$ cat config.mk
export PLATFORM = sky130hd
export DESIGN_NAME = imm_gen_pipe_flat
export DESIGN_NICKNAME = d
export VERILOG_FILES = /design/src/rtl/imm_gen_pipe_if.sv /design/src/rtl/imm_gen_pipe.sv /design/src/flat_wrapper.sv
export SDC_FILE = /design/constraint.sdc
export NUM_CORES = 1
export LEC_CHECK = 0
export BUFFER_PORTS_ARGS = -buffer_cell sky130_fd_sc_hd__clkbuf_2
export CAP_MARGIN = 20
export CORE_UTILIZATION = 50
export CTS_BUF_LIST = sky130_fd_sc_hd__clkbuf_8
export CTS_CLUSTER_SIZE = 24
export DETAILED_ROUTE_END_ITERATION = 8
export PLACE_DENSITY = 0.74
export SLEW_MARGIN = 20
export SYNTH_ARGS = -nofsm -noshare
export SYNTH_HDL_FRONTEND = slang
export SYNTH_SLANG_ARGS = --single-unit
$ cat constraint.sdc
create_clock -name clk -period 3.85 [get_ports clk]
set_input_delay 0.1925 -clock clk [delete_from_list [all_inputs] [get_ports clk]]
set_output_delay 0.1925 -clock clk [all_outputs]
set_load 0.005 [all_outputs]
$ cat src/rtl/imm_gen_pipe_if.sv
// Handshake bundle between the decode stage (master) and imm_gen_pipe (slave).
// Signal names match the original flat port list.
interface imm_gen_pipe_if #(
  parameter int unsigned XLEN  = 32,
  parameter int unsigned TAG_W = 4
);
  logic              in_valid;
  logic              in_ready;
  logic [31:0]       instr;
  logic [2:0]        ImmSrc;
  logic [TAG_W-1:0]  in_tag;
  logic              out_valid;
  logic              out_ready;
  logic [XLEN-1:0]   ImmExt;
  logic [TAG_W-1:0]  out_tag;
  logic              out_err;
  logic [15:0]       imm_count;

  modport master (
    output in_valid, instr, ImmSrc, in_tag, out_ready,
    input  in_ready, out_valid, ImmExt, out_tag, out_err, imm_count
  );

  modport slave (
    input  in_valid, instr, ImmSrc, in_tag, out_ready,
    output in_ready, out_valid, ImmExt, out_tag, out_err, imm_count
  );
endinterface

$ cat src/rtl/imm_gen_pipe.sv
// Pipelined immediate generator: decodes the immediate on accept and queues
// {imm, tag, err} in a 2-entry FIFO; outputs always show the head entry.
module imm_gen_pipe #(
  parameter int unsigned XLEN  = 32,
  parameter int unsigned TAG_W = 4
) (
  input  logic           clk,
  input  logic           rst,
  imm_gen_pipe_if.slave  bus
);

  typedef enum logic [2:0] {
    FMT_I   = 3'b000,
    FMT_S   = 3'b001,
    FMT_U   = 3'b010,
    FMT_Z   = 3'b011,
    FMT_SH  = 3'b100,
    FMT_B   = 3'b101,
    FMT_J   = 3'b110,
    FMT_ERR = 3'b111
  } fmt_e;

  logic [XLEN-1:0]  w_imm;
  logic             w_err;
  logic             w_push;
  logic             w_pop;
  logic             w_out_valid;
  logic             w_in_ready;

  logic [XLEN-1:0]  r_imm [2];
  logic [TAG_W-1:0] r_tag [2];
  logic             r_err [2];
  logic [1:0]       r_count;
  logic             r_rd;
  logic             r_wr;
  logic [15:0]      r_hs_cnt;

  always_comb begin
    w_imm = '0;
    w_err = 1'b0;
    case (fmt_e'(bus.ImmSrc))
      FMT_I:   w_imm = XLEN'($signed(bus.instr[31:20]));
      FMT_S:   w_imm = XLEN'($signed({bus.instr[31:25], bus.instr[11:7]}));
      FMT_B:   w_imm = XLEN'($signed({bus.instr[31], bus.instr[7], bus.instr[30:25],
                                      bus.instr[11:8], 1'b0}));
      FMT_U:   w_imm = XLEN'($signed({bus.instr[31:12], 12'h000}));
      FMT_J:   w_imm = XLEN'($signed({bus.instr[31], bus.instr[19:12], bus.instr[20],
                                      bus.instr[30:21], 1'b0}));
      FMT_Z:   w_imm = XLEN'(bus.instr[19:15]);
      // RV64 shifts use a 6-bit shamt, RV32 only 5 bits
      FMT_SH:  w_imm = (XLEN == 64) ? XLEN'(bus.instr[25:20]) : XLEN'(bus.instr[24:20]);
      default: w_err = 1'b1;
    endcase
  end

  // in_ready depends only on the registered count, never on out_ready
  assign w_in_ready  = (r_count != 2'd2);
  assign w_out_valid = (r_count != 2'd0);
  assign w_push      = bus.in_valid && w_in_ready;
  assign w_pop       = w_out_valid && bus.out_ready;

  always_ff @(posedge clk) begin
    if (rst) begin
      r_count  <= '0;
      r_rd     <= 1'b0;
      r_wr     <= 1'b0;
      r_hs_cnt <= '0;
      for (int unsigned i = 0; i < 2; i++) begin
        r_imm[i] <= '0;
        r_tag[i] <= '0;
        r_err[i] <= 1'b0;
      end
    end else begin
      if (w_push) begin
        r_imm[r_wr] <= w_imm;
        r_tag[r_wr] <= bus.in_tag;
        r_err[r_wr] <= w_err;
        r_wr        <= ~r_wr;
      end
      if (w_pop) begin
        r_rd <= ~r_rd;
        if (r_hs_cnt != '1)
          r_hs_cnt <= r_hs_cnt + 16'd1;
      end
      case ({w_push, w_pop})
        2'b10:   r_count <= r_count + 2'd1;
        2'b01:   r_count <= r_count - 2'd1;
        default: r_count <= r_count;
      endcase
    end
  end

  assign bus.in_ready  = w_in_ready;
  assign bus.out_valid = w_out_valid;
  assign bus.ImmExt    = w_out_valid ? r_imm[r_rd] : '0;
  assign bus.out_tag   = w_out_valid ? r_tag[r_rd] : '0;
  assign bus.out_err   = w_out_valid ? r_err[r_rd] : 1'b0;
  assign bus.imm_count = r_hs_cnt;

endmodule

$ cat src/flat_wrapper.sv
// flat-port wrapper written by rule: the top's interface ports become plain ports
module imm_gen_pipe_flat 
#(
  parameter int unsigned XLEN  = 32,
  parameter int unsigned TAG_W = 4
)
  (clk, rst, bus_in_valid, bus_instr, bus_ImmSrc, bus_in_tag, bus_out_ready, bus_in_ready, bus_out_valid, bus_ImmExt, bus_out_tag, bus_out_err, bus_imm_count);
  imm_gen_pipe_if #(.XLEN(XLEN), .TAG_W(TAG_W)) bus_i ();
  input  logic clk;
  input  logic rst;
  input wire logic [$bits(bus_i.in_valid)-1:0] bus_in_valid;
  input wire logic [$bits(bus_i.instr)-1:0] bus_instr;
  input wire logic [$bits(bus_i.ImmSrc)-1:0] bus_ImmSrc;
  input wire logic [$bits(bus_i.in_tag)-1:0] bus_in_tag;
  input wire logic [$bits(bus_i.out_ready)-1:0] bus_out_ready;
  output wire logic [$bits(bus_i.in_ready)-1:0] bus_in_ready;
  output wire logic [$bits(bus_i.out_valid)-1:0] bus_out_valid;
  output wire logic [$bits(bus_i.ImmExt)-1:0] bus_ImmExt;
  output wire logic [$bits(bus_i.out_tag)-1:0] bus_out_tag;
  output wire logic [$bits(bus_i.out_err)-1:0] bus_out_err;
  output wire logic [$bits(bus_i.imm_count)-1:0] bus_imm_count;
  assign bus_i.in_valid = bus_in_valid;
  assign bus_i.instr = bus_instr;
  assign bus_i.ImmSrc = bus_ImmSrc;
  assign bus_i.in_tag = bus_in_tag;
  assign bus_i.out_ready = bus_out_ready;
  assign bus_in_ready = bus_i.in_ready;
  assign bus_out_valid = bus_i.out_valid;
  assign bus_ImmExt = bus_i.ImmExt;
  assign bus_out_tag = bus_i.out_tag;
  assign bus_out_err = bus_i.out_err;
  assign bus_imm_count = bus_i.imm_count;
  imm_gen_pipe #(.XLEN(XLEN), .TAG_W(TAG_W)) u_core (.clk(clk), .rst(rst), .bus(bus_i));
endmodule
* Yosys cells after proc, flatten, opt, wreduce, memory -nomap -nowiden
Memory sizes are Yosys's and may differ from the RTL's. A register that Yosys moved wholly into a read port is not among the register bits. Cells that the tools add are included.
Cells by class: add/subtract/negate cells 3, eq/ne operators 10, mux-type cells 26, bitwise gates (word level) 2, reduce and logical (&&, ||, !) cells 10
Operators by type and width (number):
- $pmux W32 S7 | 1
- $mux W32 | 2
- $reduce_or A32 Y1 | 1
- $mux W1 | 20
- $add A16 B1 Y16 const B | 1
- $ne A16 B16 Y1 const B | 1
- $eq A3 B3 Y1 const B | 3
- $mux W4 | 2
- $reduce_or A7 Y1 | 1
- $eq A3 B2 Y1 const B | 2
- $pmux W2 S2 | 1
- $reduce_bool A2 Y1 | 2
- $reduce_or A4 Y1 | 1
- $eq A3 B1 Y1 const B | 1
- $logic_not A3 Y1 | 1
- $add A2 B1 Y2 const B | 1
- $eq A2 B1 Y1 const B | 1
- $eq A2 B2 Y1 const B | 1
- $logic_and A1 B1 Y1 | 2
- $ne A2 B2 Y1 const B | 1
- $not A1 Y1 | 2
- $reduce_and A2 Y1 | 1
- $sub A2 B1 Y2 const B | 1
- $reduce_or A1 Y1 | 1
Word-level totals: bits in registers 20, memory bits (writable) 74, input port bits 43, output and inout port bits 55, memories kept 3
Memory list:
- u_core.r_imm | words 2, width 32, rd ports 1, clocked after Yosys merged registers in 1, wr ports 2, RTL line imm_gen_pipe.sv:30 | logic [XLEN-1:0] r_imm [2];
- u_core.r_tag | words 2, width 4, rd ports 1, clocked after Yosys merged registers in 1, wr ports 2, RTL line imm_gen_pipe.sv:31 | logic [TAG_W-1:0] r_tag [2];
- u_core.r_err | words 2, width 1, rd ports 1, clocked after Yosys merged registers in 1, wr ports 2, RTL line imm_gen_pipe.sv:32 | logic r_err [2];

* Longest topological paths before layout
depth after elaboration 7, depth in mapped cells 7

* Worst setup path after synthesis
Ideal clock, no wire load.
path kind reg-to-reg, start point reg u_core.r_count[0], end point mem u_core.r_err[0] (enable), arrival 2.448 ns, data required time 3.411 ns, setup slack 0.963 ns, cell stages (with the launch flop) 4, path buffers 0, cell sequence dfxtp_1 -> nand2b_1 -> nand2_2 -> o21bai_1
RTL lines:
- from (decl) | RTL line imm_gen_pipe.sv:33 | logic [1:0] r_count;
- from (signal assigned) | RTL line imm_gen_pipe.sv:86 | 2'b10: r_count <= r_count + 2'd1;
- from (signal assigned) | RTL line imm_gen_pipe.sv:87 | 2'b01: r_count <= r_count - 2'd1;
- from (signal assigned) | RTL line imm_gen_pipe.sv:88 | default: r_count <= r_count;
- to (decl) | RTL line imm_gen_pipe.sv:32

==> impl_results.md <==
- Run status: finished clean
- Max FO, Critical Path: 29
- Most frequently used flop master after synthesis: sky130_fd_sc_hd__edfxtp_1
- Fraction of power consumed by the clock network: 22.4%
- Total number of vias: 3,402
- Depth of the most critical reg-to-reg path: 5
- Worst setup slack for register-to-register paths: 1.45 ns
- First-pass GRT wire length: 15.8 mm
- GPL Wtd Cong: 0.785
- Crit path capture type: flip-flop
- Cell Int Power: 1840 µW
- Final-layout fill cell count: 764
- Maximum vdd drop: 282 µV
- Detailed-route vias per instance: 5.48
- Cells along the critical path: nand2b_1 -> nand2_2 -> or3_1 -> nor2_1 -> and2_1
- Quantity of gates resized following cts: 0
- Leak pwr: 0.00208 µW
- Share of the cycle needed by the critical path after routing: 62.4%
- CTS Root Cell: sky130_fd_sc_hd__clkbuf_8
- Routed length per instance: 15.5 µm
- Total net switching power: 951 µW
- Area of the multi-input gates: 1750 µm²
- Final cell count without fillers: 621
- Slowest cell delay on critical path: 0.86 ns
- Clock period minus worst slack: 2.40 ns
- Hold Path Origin: bus_in_tag[2]
- Clock tree skew after final layout: 0.0148 ns
- Classification of the worst setup path: flip-flop to flip-flop
- Total routing usage reported by global routing: 21.4%
- Synth warn: 0
- R2r startpoint: u_core.r_count[0]$_SDFFE_PP0P_
- Final nets: 553
- Remaining routing DRC violations: 0
- # rows: 34
- Maximum number of pins on one net before global-route repair: 39
- GR Overflow Total: 0
- Wire length reported by the detailed router: 9.60 mm
- Cell depth of the worst hold path: 3
- Die boundary height: 97.0 µm
- Final core occ: 60.2%
- Post-synthesis async set-or-reset flop share: 0%
- Dpl cells: 604
- Clock Pin Slew Worst Setup and Hold Paths: 0.10 ns
- Power density over the cells: 532 nW/µm²
- Final setup fails: 0
- Number of endpoints with negative hold slack in the final report: 0
- Library cells used by synthesis: 36
- Normalized max-slew margin: 26.3%
- Bufs on Longest Clock Path: 2
- Share of post-route cells with drive strength above 1: 23.0%
- Switching Share: 34.0%
- Clk Latency, worst-skew pair: 0.37 ns
- TritonCTS clock tree: yes
- Number of diodes added for antenna fixing: 0
- Cell count after synthesis: 426
- Via count of the first global-routing pass: 3,318
- Crit start category: flip-flop
- HP Class: input port to flip-flop
- Least-Margin Pin Slew: 1.11 ns
- Effective utilization at floorplan: 51.7%
- Arrival time at the worst endpoint: 2.53 ns
- Antenna violations before repair: 0
- Maximum frequency from static timing analysis: 416 MHz
- Final slew viol count: 0
- Post-synthesis cell area: 4510 µm²
- Detailed router's first-iteration violation count: 155
- Setup TNS: 0 ns
- Total nets after synthesis: 471
- Final antenna-violating net count: 0
- Floorplan core area: 8720 µm²
- Final HPWL from detailed placement: 6.36 mm
- Gate power share: 29.1%
- Total of hold buffers inserted after clock tree synthesis: 0
- Seq pwr share: 48.4%
- Required time of the critical path: 3.97 ns
- TritonCTS Buffers: 9
- Setup repair after global routing missed its margin: no
- Area added between synthesis and finish: 16.5%
- Number of primary I/O pins: 98
- Flop and latch count out of synthesis: 95
- Endpoint of the lowest-slack register-to-register path: u_core.r_imm[0][6]$_SDFFCE_PN0P_
- Library cell contributing the largest single delay on the critical path: sky130_fd_sc_hd__or3_1
- Footprint of the flip-flops and latches: 2640 µm²
- Sequential cell area fraction in the yosys report: 58.6%
- Clock net sink count: 95
- Die outline width: 97.0 µm
- Count of flip-flops with a built-in enable after synthesis: 74
- Total setup buffers inserted after CTS: 0
- Average cell area after synthesis: 10.6 µm²
- Die footprint: 9410 µm²
- Count of input and output buffers: 90
- Terminating pin of the worst hold path: u_core.r_tag[1][2]$_SDFFCE_PN0P_
- H-tree Lvls: 3
- Max-Cap Viols: 0
- Pre-Repair DR Iteration Count: 4
-- synthesized netlist by cell type (4+ instances only) --
cell	count	area, µm²
sky130_fd_sc_hd__nor2_1	119	447
sky130_fd_sc_hd__edfxtp_1	74	2220
sky130_fd_sc_hd__mux2i_1	43	430
sky130_fd_sc_hd__a21oi_1	25	125
sky130_fd_sc_hd__dfxtp_1	21	420
sky130_fd_sc_hd__and2_1	19	119
sky130_fd_sc_hd__o21ai_0	12	60.1
sky130_fd_sc_hd__clkbuf_1	11	41.3
sky130_fd_sc_hd__inv_1	10	37.5
sky130_fd_sc_hd__xor2_1	10	87.6
sky130_fd_sc_hd__buf_2	9	45.0
sky130_fd_sc_hd__nand3_1	9	45.0
sky130_fd_sc_hd__nand2_1	7	26.3
sky130_fd_sc_hd__nor2b_1	6	37.5
sky130_fd_sc_hd__nor3_1	5	25.0
sky130_fd_sc_hd__xnor2_1	5	43.8
sky130_fd_sc_hd__nand2b_1	4	25.0
sky130_fd_sc_hd__nand4_1	4	25.0
sky130_fd_sc_hd__or3_1	4	25.0
-- worst max-delay path: cells and delay by family (launching register included) --
family / cells / cell delay, ns
and+or+nand+nor: 5 / 1.78
DFF: 1 / 0.38
-- stage by stage --
stage | power [µW] | worst slack, ns | area (µm²) | hold slack (ns)
after floorplan | 1880 | 0.963 | 4510 | 0.391
after global placement | 2160 | 1.50 | 5040 | 0.494
after detailed placement | 2190 | 1.44 | 5040 | 0.501
after CTS | 2810 | 1.42 | 5230 | 0.139
after global routing | 2950 | 1.27 | 5250 | 0.164
final | 2790 | 1.45 | 5250 | 0.150
-- routing by layer --
metal / track usage [%] / wire length (µm) / vias up
li1: - / - / 1642
met1: 27.9 / 4350 / 1650
met2: 35.8 / 4670 / 96
met3: 4.05 / 431 / 14
met4: 7.12 / 158 / 0
met5: 0 / 0 / -
-- how the worst max path moves through the flow --
stage,endpoint,from,cells past startpoint
6_report,u_core.r_imm[0][6]$_SDFFCE_PN0P_,u_core.r_count[0]$_SDFFE_PP0P_,5
5_1_grt,u_core.r_imm[0][8]$_SDFFCE_PN0P_,u_core.r_count[0]$_SDFFE_PP0P_,5
4_1_cts,u_core.r_imm[0][6]$_SDFFCE_PN0P_,u_core.r_count[0]$_SDFFE_PP0P_,5
3_5_place_dp,u_core.r_imm[0][6]$_SDFFCE_PN0P_,u_core.r_count[0]$_SDFFE_PP0P_,5
3_3_place_gp,u_core.r_imm[0][10]$_SDFFCE_PN0P_,u_core.r_count[0]$_SDFFE_PP0P_,5
2_1_floorplan,u_core.r_err[0]$_SDFFCE_PN0P_,u_core.r_count[0]$_SDFFE_PP0P_,3
-- registers in the layout (all words and copies together) (netlist names), named ones only --
| name | cells |
|---|---|
| u_core.r_wr | 1 |
| u_core.r_count | 2 |
| u_core.r_imm | 64 |
| u_core.bus.imm_count | 16 |
| u_core.r_tag | 8 |
| u_core.r_err | 2 |
| u_core.r_rd | 1 |
-- layout by cell type (no fill, tap or decap), types with 4 or more instances in the layout --
| cell | n |
|---|---|
| sky130_fd_sc_hd__or3_1 | 4 |
| sky130_fd_sc_hd__nor2_1 | 118 |
| sky130_fd_sc_hd__mux2i_1 | 43 |
| sky130_fd_sc_hd__edfxtp_1 | 74 |
| sky130_fd_sc_hd__xor2_1 | 10 |
| sky130_fd_sc_hd__a21oi_1 | 25 |
| sky130_fd_sc_hd__dfxtp_1 | 20 |
| sky130_fd_sc_hd__xnor2_1 | 5 |
| sky130_fd_sc_hd__nand3_1 | 9 |
| sky130_fd_sc_hd__o21ai_0 | 12 |
| sky130_fd_sc_hd__nand4_1 | 4 |
| sky130_fd_sc_hd__nand2_1 | 7 |
| sky130_fd_sc_hd__and2_1 | 19 |
| sky130_fd_sc_hd__inv_1 | 10 |
| sky130_fd_sc_hd__nor2b_1 | 6 |
| sky130_fd_sc_hd__clkbuf_8 | 9 |
| sky130_fd_sc_hd__nor3_1 | 5 |
| sky130_fd_sc_hd__clkbuf_2 | 90 |
-- final cells by class --
| class | instances | share of cell area, % |
|---|---|---|
| clock buffer | 9 | 2.36 |
| inverter | 10 | 0.714 |
| clock inverter | 7 | 1.21 |
| tap | 108 | 2.57 |
| timing repair buffer | 94 | 9.53 |
| sequential | 95 | 50.3 |
| multi-input combinational | 298 | 33.3 |
-- cells by family after synthesis --
family          share of synthesized area [%]
fa+ha+maj                               0.555
flops                                    58.6
xor+xnor                                 2.91
simple gates                             19.5
buf+inv                                  3.00
mux                                      9.79
compound gates                           5.63
-- power groups by stage --
| stage | clock network (µW) | logic (µW) | registers (µW) |
|---|---|---|---|
| 2_1_floorplan | 0 | 552 | 1330 |
| 3_3_place_gp | 0 | 795 | 1370 |
| 3_5_place_dp | 0 | 813 | 1380 |
| 4_1_cts | 639 | 815 | 1360 |
| 5_1_grt | 670 | 908 | 1370 |
| 6_report | 626 | 814 | 1350 |
No activity file was read; power rests on OpenSTA's default activity.
